`src/rtl/bp_me_cce_wormhole_sender.sv`:
```
// Serializes one coherence request (header + optional block data) into wormhole flits addressed to a CCE.
// Optional BP_ME_CCE_WH_SENDER_BYPASS_EN: in idle, flit 0 is presented combinationally from the request.
//
// state  | meaning
// e_idle | no packet held; request accepted on v_i
// e_send | presenting flit cnt_r of the held packet on the link
module bp_me_cce_wormhole_sender #(
    parameter int cce_id_width_p  = 6,
    parameter int num_cols_p      = 4,
    parameter int y_offset_p      = 1,
    parameter int cord_x_width_p  = 4,
    parameter int cord_y_width_p  = 4,
    parameter int len_width_p     = 4,
    parameter int msg_hdr_width_p = 64,
    parameter int data_width_p    = 512,
    parameter int flit_width_p    = 128
) (
    input  logic                       clk_i,
    input  logic                       reset_n_i,
    input  logic [cce_id_width_p-1:0]  cce_id_i,
    input  logic [msg_hdr_width_p-1:0] msg_hdr_i,
    input  logic [data_width_p-1:0]    data_i,
    input  logic                       data_v_i,
    input  logic                       v_i,
    output logic                       ready_o,
    output logic [flit_width_p-1:0]    link_data_o,
    output logic                       link_v_o,
    input  logic                       link_ready_i
);

    localparam int lg_cols_lp     = (num_cols_p > 1) ? $clog2(num_cols_p) : 0;
    localparam int hdr_width_lp   = cord_x_width_p + cord_y_width_p + len_width_p;
    localparam int short_bits_lp  = hdr_width_lp + msg_hdr_width_p;
    localparam int long_bits_lp   = short_bits_lp + data_width_p;
    localparam int short_flits_lp = (short_bits_lp + flit_width_p - 1) / flit_width_p;
    localparam int long_flits_lp  = (long_bits_lp + flit_width_p - 1) / flit_width_p;
    localparam int pkt_width_lp   = long_flits_lp * flit_width_p;
    localparam int cnt_width_lp   = (long_flits_lp > 1) ? $clog2(long_flits_lp) : 1;

    typedef enum logic [0:0] {
        e_idle,
        e_send
    } state_e;

    state_e state_r, state_n;

    logic [cnt_width_lp-1:0]   cnt_r, cnt_n;
    logic [cnt_width_lp-1:0]   last_r, last_n;
    logic [pkt_width_lp-1:0]   pkt_r, pkt_n;
    logic [pkt_width_lp-1:0]   pkt_in;
    logic [cnt_width_lp-1:0]   last_in;
    logic [len_width_p-1:0]    len_in;
    logic [cord_x_width_p-1:0] cord_x;
    logic [cord_y_width_p-1:0] cord_y;
    logic                      last_flit;

    logic [long_flits_lp-1:0][flit_width_p-1:0] pkt_flits;

    // CCE IDs fill a row before moving to the next, starting at mesh row y_offset_p
    assign cord_x = cord_x_width_p'(cce_id_i & cce_id_width_p'(num_cols_p - 1));
    assign cord_y = cord_y_width_p'(32'(cce_id_i >> lg_cols_lp) + 32'(y_offset_p));

    assign len_in  = data_v_i ? len_width_p'(long_flits_lp - 1)  : len_width_p'(short_flits_lp - 1);
    assign last_in = data_v_i ? cnt_width_lp'(long_flits_lp - 1) : cnt_width_lp'(short_flits_lp - 1);

    always_comb begin
        pkt_in = '0;
        pkt_in[0 +: cord_x_width_p]                            = cord_x;
        pkt_in[cord_x_width_p +: cord_y_width_p]               = cord_y;
        pkt_in[cord_x_width_p + cord_y_width_p +: len_width_p] = len_in;
        pkt_in[hdr_width_lp +: msg_hdr_width_p]                = msg_hdr_i;
        if (data_v_i) begin
            pkt_in[short_bits_lp +: data_width_p] = data_i;
        end
    end

    assign pkt_flits = pkt_r;
    assign last_flit = (cnt_r == last_r);

`ifdef BP_ME_CCE_WH_SENDER_BYPASS_EN
    logic [long_flits_lp-1:0][flit_width_p-1:0] pkt_in_flits;
    assign pkt_in_flits = pkt_in;
`endif

    always_comb begin
        state_n     = state_r;
        cnt_n       = cnt_r;
        last_n      = last_r;
        pkt_n       = pkt_r;
        ready_o     = 1'b0;
        link_v_o    = 1'b0;
        link_data_o = pkt_flits[cnt_r];

        case (state_r)
            e_idle: begin
                ready_o = 1'b1;
`ifdef BP_ME_CCE_WH_SENDER_BYPASS_EN
                link_v_o = v_i;
                if (v_i) begin
                    link_data_o = pkt_in_flits[0];
                end
`endif
                if (v_i) begin
                    pkt_n   = pkt_in;
                    cnt_n   = '0;
                    last_n  = last_in;
                    state_n = e_send;
`ifdef BP_ME_CCE_WH_SENDER_BYPASS_EN
                    // flit 0 already left through the bypass path
                    if (link_ready_i) begin
                        if (last_in == '0) begin
                            state_n = e_idle;
                        end else begin
                            cnt_n = cnt_width_lp'(1);
                        end
                    end
`endif
                end
            end

            e_send: begin
                link_v_o = 1'b1;
                ready_o  = link_ready_i & last_flit;
                if (link_ready_i) begin
                    if (last_flit) begin
                        // next request overlaps the final flit so packets run with no bubble
                        if (v_i) begin
                            pkt_n  = pkt_in;
                            cnt_n  = '0;
                            last_n = last_in;
                        end else begin
                            state_n = e_idle;
                        end
                    end else begin
                        cnt_n = cnt_r + cnt_width_lp'(1);
                    end
                end
            end

            default: state_n = e_idle;
        endcase

        if (!reset_n_i) begin
            ready_o  = 1'b0;
            link_v_o = 1'b0;
        end
    end

    always_ff @(posedge clk_i) begin
        if (!reset_n_i) begin
            state_r <= e_idle;
            cnt_r   <= '0;
            last_r  <= '0;
            pkt_r   <= '0;
        end else begin
            state_r <= state_n;
            cnt_r   <= cnt_n;
            last_r  <= last_n;
            pkt_r   <= pkt_n;
        end
    end

endmodule

```
`config.mk`:
```
export PLATFORM = sky130hd
export DESIGN_NAME = bp_me_cce_wormhole_sender
export DESIGN_NICKNAME = d
export VERILOG_FILES = /design/src/rtl/bp_me_cce_wormhole_sender.sv
export SDC_FILE = /design/constraint.sdc
export NUM_CORES = 1
export LEC_CHECK = 0
export ABC_AREA = 0
export CAP_MARGIN = 15
export CORE_MARGIN = 10
export CORE_UTILIZATION = 40
export CTS_CLUSTER_SIZE = 24
export DETAILED_ROUTE_END_ITERATION = 6
export MAX_ROUTING_LAYER = met4
export PLACE_DENSITY = 0.72
export SLEW_MARGIN = 20
export SYNTH_ARGS = -nofsm -noshare
export SYNTH_HDL_FRONTEND = slang
export SYNTH_SLANG_ARGS = --single-unit
```
`constraint.sdc`:
```
create_clock -name clk_i -period 2.35 [get_ports clk_i]
set_clock_uncertainty 0.2 [all_clocks]
set_input_delay 0.47 -clock clk_i [delete_from_list [all_inputs] [get_ports clk_i]]
set_output_delay 0.47 -clock clk_i [all_outputs]
set_load 0.005 [all_outputs]
```
==> out/qor.yml, run 1 <==
synth_ff_type: "dfxtp_1"
max_slew_margin_pct: 54.3
syn_area_um2: 28600
num_io_pins: 717
worst_setup_path_end_kind: "primary output"
start_kind: "flop"
cts-root-buf: "clkbuf_16"
clk_pin_slew_worst_paths_ps: 60
cp_cell_sequence: "buf_12, buf_12, buf_6, buf_8, mux4_2, nor2b_1, clkbuf_2"
ant_nets: 0
grt_pass1_wl_mm: 151
synth_area_leaders: "dfxtp_1, mux2i_1, mux4_2, nand2_1, nand3_1"
path_class: "reg2out"
p_leak_nw: 16.8
clock_path_buffers: 3
hold_buffers: 0
syn_area_per_cell_um2: 9.28
fin_crit_ps: 2970
die_x_um: 288
synth_top_cell_by_area: "dfxtp_1"
final_util_pct: 57.9
dr.pass1.iters: 5
syn_inst: 3085
crit_slowest_cell: "mux4_2"
synth-seq-cells: 587
cp.required_ps: 1680
place_area_um2: 37300
synth.top_cell.area_share_pct: 41.0
drive_above_1_share_pct: 18.9
grt_start_max_net_pins: 144
final_net_count: 4419
worstPathArrival_ps: 2300
vias: 25440
remaining_drc_errors: 0
tns_ps: -151200
status: "finished with violations"
synth-edff-count: 0
drt-initial-drc-count: 1752
ys_types: 33
final_max_slew_viol_count: 0
min_period_over_period_pct: 126
cellPowerDensity_nw_per_um2: 632
overflow: 0
die_h_um: 288
grt_pass1_vias: 24925
tightest_slew_ps: 685
nFillCells: 6138
crit_fanout: 6
port_buffers: 716
hold_violations: 0
gp_congestion: 0.907
rsz0062_at_grt: "yes"
yosysMostFrequentCell: "nand2_1"
synth-seq-area-share_pct: 41.0
dp_slack_ps: -400
yosys-top-cells-count: "nand2_1, dfxtp_1, mux2i_1"
die_area_um2: 82700
synth.net_count: 3675
final_cell_area_um2: 41200
ir_drop_mv: 0.542
wl_mm: 106
clock_latency_ps: 590
dp_hpwl_mm: 73.5
area_delta_synth_final_pct: 43.9
fp-row-count: 98
drv_cap: 0
grt_usage_pct: 23.9
finalSetupViolCount: 703
initial_core_util_pct: 40.2
stdcell_count: 4865
yosysWarnings: 0
drt-vias-per-instance: 5.23
tritoncts: "yes"
fmax_ghz: 0.337
grt_antenna_before_repair: 37
whs_path_depth: 3
hp-class: "in2reg"
core_region_area_um2: 71200
reg2regPathDepth: 12
violations: "setup timing"
cts.sinks: 587
r2r_slack_ps: -230
wire_per_inst_um: 21.8
worst_path_most_repeated_cell: "buf_12"
dp_cells: 4592
htreeDepth: 3
cpPeakStageDelay_ps: 500
setup_slack_ps: -621
synthArstFlopShare_pct: 0
cts_buffers: 68
[sequential cells by signal (all words and copies together) (netlist names)]
register / flops
pkt_flits: 583
cnt_r: 3
state_r: 1
[stage by stage]
stage / power (mW) / hold slack, ps
3_5_place_dp: 15.4 / 244
5_1_grt: 27.0 / 59.7
6_report: 26.1 / 75.9
2_1_floorplan: 13.3 / 231
3_3_place_gp: 15.4 / 239
4_1_cts: 25.8 / 31.5
[layer usage]
metal,vias to the layer above,part of all wire (%),GRT usage (%)
li1,12185,-,-
met1,12182,41,28.8
met2,855,48,38.5
met3,218,6.9,5.32
met4,0,3.9,9.75
met5,-,0,-
[cells in the final DEF, fill, tap and decap left out, types with 11 or more instances in the layout]
master           count
o21ai_2             22
buf_2               72
clkbuf_16           95
clkbuf_1            11
inv_2               46
buf_12              70
buf_6               65
clkdlybuf4s50_1    584
diode_2             38
o21ai_0             38
inv_1               26
nor2b_1             38
o21ai_1             17
clkbuf_2            41
clkinv_2            14
nand3_1            515
mux4_2             123
nor2b_4             13
nand2_1            721
buf_4               86
mux2i_1            579
buf_8               19
dfxtp_1            583
[critical path: cells and delay by family (launching register included)]
family	cells	cell delay [ps]
muxes	1	500
DFF	1	430
and+or+nand+nor	1	150
buffers and inverters	5	620
[cell families (layout without fill, tap and decap cells)]
kind of cell	after synthesis	in the layout	share of synthesized area, %
AND/OR/NAND/NOR	1302	1302	19.9
other	0	38	0
adder cells (fa/ha/maj)	3	3	0.131
XOR/XNOR	3	3	0.118
flip-flops	587	587	41.0
buffers and inverters	382	1173	6.77
multiplexers	708	708	30.1
AO/OA/AOI/OAI	100	101	1.94
[repair_timing]
| item | in CTS | in global routing |
|---|---|---|
| hold endpoints to repair | 0 | 0 |
| pin swaps | 0 | 14 |
| gates resized for setup | 271 | 433 |
| gates cloned | 7 | 28 |
| setup endpoints to repair | 696 | 702 |
| setup buffers | 27 | 63 |
[cell type report]
cell class / count / area, µm² / area share (%)
well taps: 950 / 1190 / 2.88
clock inverters: 27 / 240 / 0.583
clock buffers: 91 / 1930 / 4.68
inverters: 76 / 298 / 0.722
repair buffers: 979 / 10400 / 25.3
flip-flops and latches: 587 / 11800 / 28.5
diodes: 38 / 95.1 / 0.231
multi-input cells: 2117 / 15300 / 37.0
[power breakdown]
group / switching, mW / internal, mW
Clock: 4.45 / 6.02
Sequential: 0.356 / 10.5
Combinational: 2.03 / 2.68
[final timing paths]
check            startpoint                to
min                data_v_i    pkt_flits[317]
max reg2reg        cnt_r[0]     pkt_flits[77]
min reg2reg  pkt_flits[429]    pkt_flits[429]
max                cnt_r[0]  link_data_o[126]
No activity file was read; power rests on OpenSTA's default activity.
==> run 2: changes to the inputs <==
Settings changed: CTS_CLUSTER_DIAMETER set to 100.
==> out/qor.yml, run 2 (synthesized netlist as in run 1, its figures left out) <==
status: "finished with violations"  # unchanged
violations: "setup timing"  # unchanged
cts-root-buf: "clkbuf_16"  # unchanged
drive_above_1_share_pct: 18.9  # about the same
die_x_um: 288  # unchanged
core_region_area_um2: 71200  # unchanged
initial_core_util_pct: 40.2  # unchanged
dp_hpwl_mm: 73.5  # unchanged
die_h_um: 288  # unchanged
hold_violations: 0  # unchanged
area_delta_synth_final_pct: 41.2  # was 43.9%
crit_fanout: 7  # was 6
drt-vias-per-instance: 5.23  # about the same
vias: 25280  # was 25440
cellPowerDensity_nw_per_um2: 540  # was 632 nW/µm²
path_class: "reg2out"  # unchanged
hp-class: "in2reg"  # unchanged
worst_setup_path_end_kind: "primary output"  # unchanged
cpPeakStageDelay_ps: 490  # was 500 ps
ant_nets: 0  # unchanged
grt_usage_pct: 23.7  # was 23.9%
dp_cells: 4592  # unchanged
place_area_um2: 37300  # unchanged
tns_ps: -230480  # was -151200 ps
final_cell_area_um2: 40400  # was 41200 µm²
grt_antenna_before_repair: 40  # was 37
ir_drop_mv: 0.456  # was 0.542 mV
fin_crit_ps: 3120  # was 2970 ps
path_buf_inv: 7  # was 5
wl_mm: 105  # was 106 mm
clock_path_buffers: 3  # unchanged
worstPathArrival_ps: 2450  # was 2300 ps
dr.pass1.iters: 5  # unchanged
stdcell_count: 4832  # was 4865
grt_pass1_wl_mm: 150  # was 151 mm
num_io_pins: 717  # unchanged
hold_slack_ps: 83.1  # was 75.9 ps
cp_top_family: "buffers and inverters"  # unchanged
wire_per_inst_um: 21.7  # was 21.8 µm
cts.sinks: 587  # unchanged
cp.required_ps: 1680  # about the same
rsz0062_at_grt: "yes"  # unchanged
largest_register_ffs: 583  # unchanged
layout_commonest_cell: "nand2_1"  # unchanged
nFillCells: 6206  # was 6138
fmax_ghz: 0.321  # was 0.337 GHz
min_period_over_period_pct: 133  # was 126%
final_util_pct: 56.8  # was 57.9%
die_area_um2: 82700  # unchanged
setup_slack_ps: -768  # was -621 ps
drt-initial-drc-count: 1880  # was 1752
cts_buffers: 31  # was 68
clock_latency_ps: 630  # was 590 ps
final_max_slew_viol_count: 0  # unchanged
grt_start_max_net_pins: 144  # unchanged
finalSetupViolCount: 700  # was 703
start_kind: "flop"  # unchanged
final_cell_mix: "nand2_1, clkdlybuf4s50_1, dfxtp_1"  # unchanged
gp_congestion: 0.907  # unchanged
port_buffers: 716  # unchanged
drv_cap: 0  # unchanged
multi_input_area_um2: 15400  # was 15300 µm²
cp_cell_sequence: "buf_12, buf_8, buf_12, buf_8, buf_6, mux4_2, inv_2, o21ai_2, buf_2"  # was buf_12, buf_12, buf_6, buf_8, mux4_2, nor2b_1, clkbuf_2
tritoncts: "yes"  # unchanged
overflow: 0  # unchanged
tightest_slew_ps: 688  # was 685 ps
clk_pin_slew_worst_paths_ps: 100  # was 60 ps
grt_pass1_vias: 24632  # was 24925
final_net_count: 4417  # was 4419
max_slew_margin_pct: 54.2  # was 54.3%
remaining_drc_errors: 0  # unchanged
fp-row-count: 98  # unchanged
p_leak_nw: 16.3  # was 16.8 nW
crit_slowest_cell: "mux4_2"  # unchanged
register_area_um2: 11800  # unchanged
htreeDepth: 1  # was 3
[run 2: cell types whose count changed in the layout (fill, tap and decap cells not counted), sizes merged]
cell	previous run	this run
buf	321	381
bufinv	2	1
clkbuf	157	83
clkdlybuf4s15	2	1
clkinv	18	4
clkinvlp	5	0
diode	38	41
dlygate4sd2	1	3
dlygate4sd3	0	1
dlymetal6s2s	5	0
inv	78	79
[run 2: worst min-delay path, cell delays in order]
cell	delay [ps]
buf_8	140
inv_1	190
a211oi_1	70
[run 2: worst paths after layout]
kind / startpoint / to / slack (ps) / cells past startpoint
setup / recovery: cnt_r[0] / link_data_o[35] / -770 / 9
hold / removal: reset_n_i / pkt_flits[6] / 80 / 3
setup reg to reg: cnt_r[0] / pkt_flits[250] / -380 / 14
hold reg to reg: pkt_flits[351] / pkt_flits[351] / 260 / 2
[run 2: through the flow]
stage,power [mW],setup slack [ps]
detailed placement,15.4,-400
finish,21.8,-768
global placement,15.4,-390
global route,22.7,-836
CTS,21.6,-907
floorplan,13.3,16.3
[run 2: layout make-up]
class                           count  share of cell area, %
Antenna cell                       41                  0.254
Clock buffer                       39                   2.04
Clock inverter                      8                  0.294
Inverter                           76                  0.730
Multi-Input combinational cell   2117                   38.1
Sequential cell                   587                   29.1
Tap cell                          950                   2.94
Timing Repair Buffer             1014                   26.6
[run 2: what timing repair did]
item / in CTS / in global routing
hold buffers: 1 / 0
hold endpoints to repair: 12 / 0
endpoints found under the setup margin: 648 / 704
pin swaps: 3 / 11
setup buffers: 38 / 95
gates cloned: 12 / 14
gates resized for setup: 368 / 445
[run 2: metal layers]
layer  track usage, %  vias up  wire length, µm
li1                 -    12148                -
met1             29.2    12188            43200
met2             38.5      796            51600
met3             4.51      148             6740
met4             8.36        0             3160
met5                -        -                0
[run 2: power by group]
part | leakage, nW | switching (mW) | internal, mW | total, mW
Combinational | 11.1 | 2.03 | 2.69 | 4.72
Clock | 0.459 | 3.59 | 2.65 | 6.25
Sequential | 4.80 | 0.355 | 10.5 | 10.9
==> run 3: changes to the inputs <==
Settings changed: PLACE_DENSITY 0.72 to unset, PLACE_DENSITY_LB_ADDON set to 0.05.
Clock period 2.35 ns to 3.25 ns, I/O delays scaled along.
==> out/qor.yml, run 3 (synthesized netlist as in run 1, its figures left out) <==
status: "finished with violations"  # unchanged
violations: "setup timing"  # unchanged
grt_start_max_net_pins: 216  # was 144
fin_crit_ps: 3320
dp_hpwl_mm: 75.5  # was 73.5 mm
grt_pass1_wl_mm: 160  # was 150 mm
drv_cap: 0  # unchanged
worstPathArrival_ps: 2470  # was 2450 ps
clock_path_buffers: 3  # unchanged
htreeDepth: 1  # unchanged
layout_commonest_cell: "nand2_1"  # unchanged
ant_nets: 0  # unchanged
final_net_count: 4297  # was 4417
die_x_um: 288  # unchanged
drive_above_1_share_pct: 14.3  # was 18.9%
cp.required_ps: 2400  # was 1680 ps
grt_antenna_before_repair: 30  # was 40
dr.pass1.iters: 5  # unchanged
final_max_slew_viol_count: 0  # unchanged
drt-vias-per-instance: 5.32  # was 5.23
p_leak_nw: 15.5  # was 16.3 nW
initial_core_util_pct: 40.2  # unchanged
drt-initial-drc-count: 1919  # was 1880
grt_use_met2_pct: 43.6  # was 38.5%
port_buffers: 716  # unchanged
vias: 25008  # was 25280
largest_register_ffs: 583  # unchanged
max_slew_margin_pct: 39.2  # was 54.2%
area_delta_synth_final_pct: 36.0  # was 41.2%
die_h_um: 288  # unchanged
power_mw: 15.5  # was 21.8 mW
tns_ps: -304  # was -230480 ps
wl_mm: 110  # was 105 mm
overflow: 0  # unchanged
hold_violations: 0  # unchanged
gr-usage-met3_pct: 3.71  # was 4.51%
num_io_pins: 717  # unchanged
cellPowerDensity_nw_per_um2: 397  # was 540 nW/µm²
cts-root-buf: "clkbuf_16"  # unchanged
tritoncts: "yes"  # unchanged
grt_usage_pct: 25.6  # was 23.7%
start_kind: "flop"  # unchanged
ir_drop_mv: 0.278  # was 0.456 mV
gr-max-usage-layer: "met2"  # unchanged
clock_latency_ps: 630  # about the same
tightest_slew_ps: 912  # was 688 ps
clk_pin_slew_worst_paths_ps: 110  # was 100 ps
r2r_slack_ps: 600  # was -380 ps
rsz0062_at_grt: "yes"  # unchanged
core_region_area_um2: 71200  # unchanged
finalSetupViolCount: 12  # was 700
fmax_ghz: 0.301
gp_congestion: 0.862  # was 0.907
cts_buffers: 31  # unchanged
path_class: "reg2out"  # unchanged
setup_slack_ps: -66.9  # was -768 ps
remaining_drc_errors: 0  # unchanged
hp-class: "in2reg"  # unchanged
min_period_over_period_pct: 102
wire_per_inst_um: 23.5  # was 21.7 µm
die_area_um2: 82700  # unchanged
final_cell_mix: "nand2_1, clkdlybuf4s50_1, dfxtp_1"  # unchanged
worst_setup_path_end_kind: "primary output"  # unchanged
grt_use_met1_pct: 31.0  # was 29.2%
fp-row-count: 98  # unchanged
grt_pass1_vias: 25677  # was 24632
crit_fanout: 8  # was 7
cts.sinks: 587  # unchanged
final_util_pct: 54.7  # was 56.8%
run 3: cell types whose count changed in the layout (fill, tap and decap cells not counted), moves of 9 or more:
cell,previous run,this run
buf_4,115,65
buf_6,77,39
inv_1,23,59
inv_2,49,17
buf_12,76,49
o21ai_0,25,49
buf_2,78,57
clkdlybuf4s15_1,0,20
o21ai_2,26,13
diode_2,41,30
nor2b_1,26,17
o21ai_1,25,16
run 3: power by group:
| part | switching [mW] | total [mW] | internal (mW) |
|---|---|---|---|
| clock | 2.60 | 4.49 | 1.88 |
| sequential | 0.229 | 7.83 | 7.60 |
| combinational | 1.43 | 3.15 | 1.71 |
| total | 4.26 | 15.5 | 11.2 |
run 3: final timing paths:
| path | startpoint | end | cells after the start |
|---|---|---|---|
| max | cnt_r[0] | link_data_o[122] | 7 |
| min | reset_n_i | pkt_flits[293] | 3 |
| max reg2reg | cnt_r[1] | pkt_flits[297] | 7 |
| min reg2reg | pkt_flits[466] | pkt_flits[466] | 2 |
run 3: area by class of cell:
class / count / area (µm²)
clock buffers: 33 / 793
diodes: 30 / 75.1
fillers: 6384 / 32300
inverters: 76 / 285
clock inverters: 12 / 139
well taps: 950 / 1190
repair buffers: 895 / 9370
multi-input cells: 2116 / 15300
flip-flops and latches: 587 / 11800
run 3: critical path: stages (launching register included):
cell and delay (ps):
dfxtp_4 410, buf_6 110, buf_12 140, buf_16 130, buf_12 100, mux4_2 540, nor2b_1 170, clkdlybuf4s15_2 220
run 3: through the flow:
| stage | cell area (µm²) | hold WS (ps) | setup WS [ps] | cells |
|---|---|---|---|---|
| global placement | 36400 | 239 | 263 | 4515 |
| global route | 38900 | 166 | -128 | 4699 |
| detailed placement | 36400 | 245 | 209 | 4515 |
| CTS | 38300 | 147 | -207 | 4630 |
| finish | 38900 | 179 | -66.9 | 4699 |
| floorplan | 28600 | 231 | 649 | 3085 |
run 3: timing repair:
| item | 4_1_cts | 5_1_grt |
|---|---|---|
| hold buffers | 0 | 0 |
| hold endpoints to repair | 0 | 0 |
| gates cloned | 14 | 6 |
| setup endpoints to repair | 129 | 111 |
| pin swaps | 1 | 2 |
| gates resized for setup | 429 | 225 |
| buffers inserted | 56 | 43 |
run 3: per-layer routing:
layer | vias up | share of wire [%]
met5 | - | 0
met4 | 0 | 2.7
li1 | 11854 | -
met1 | 12330 | 42
met3 | 119 | 5.2
met2 | 705 | 51
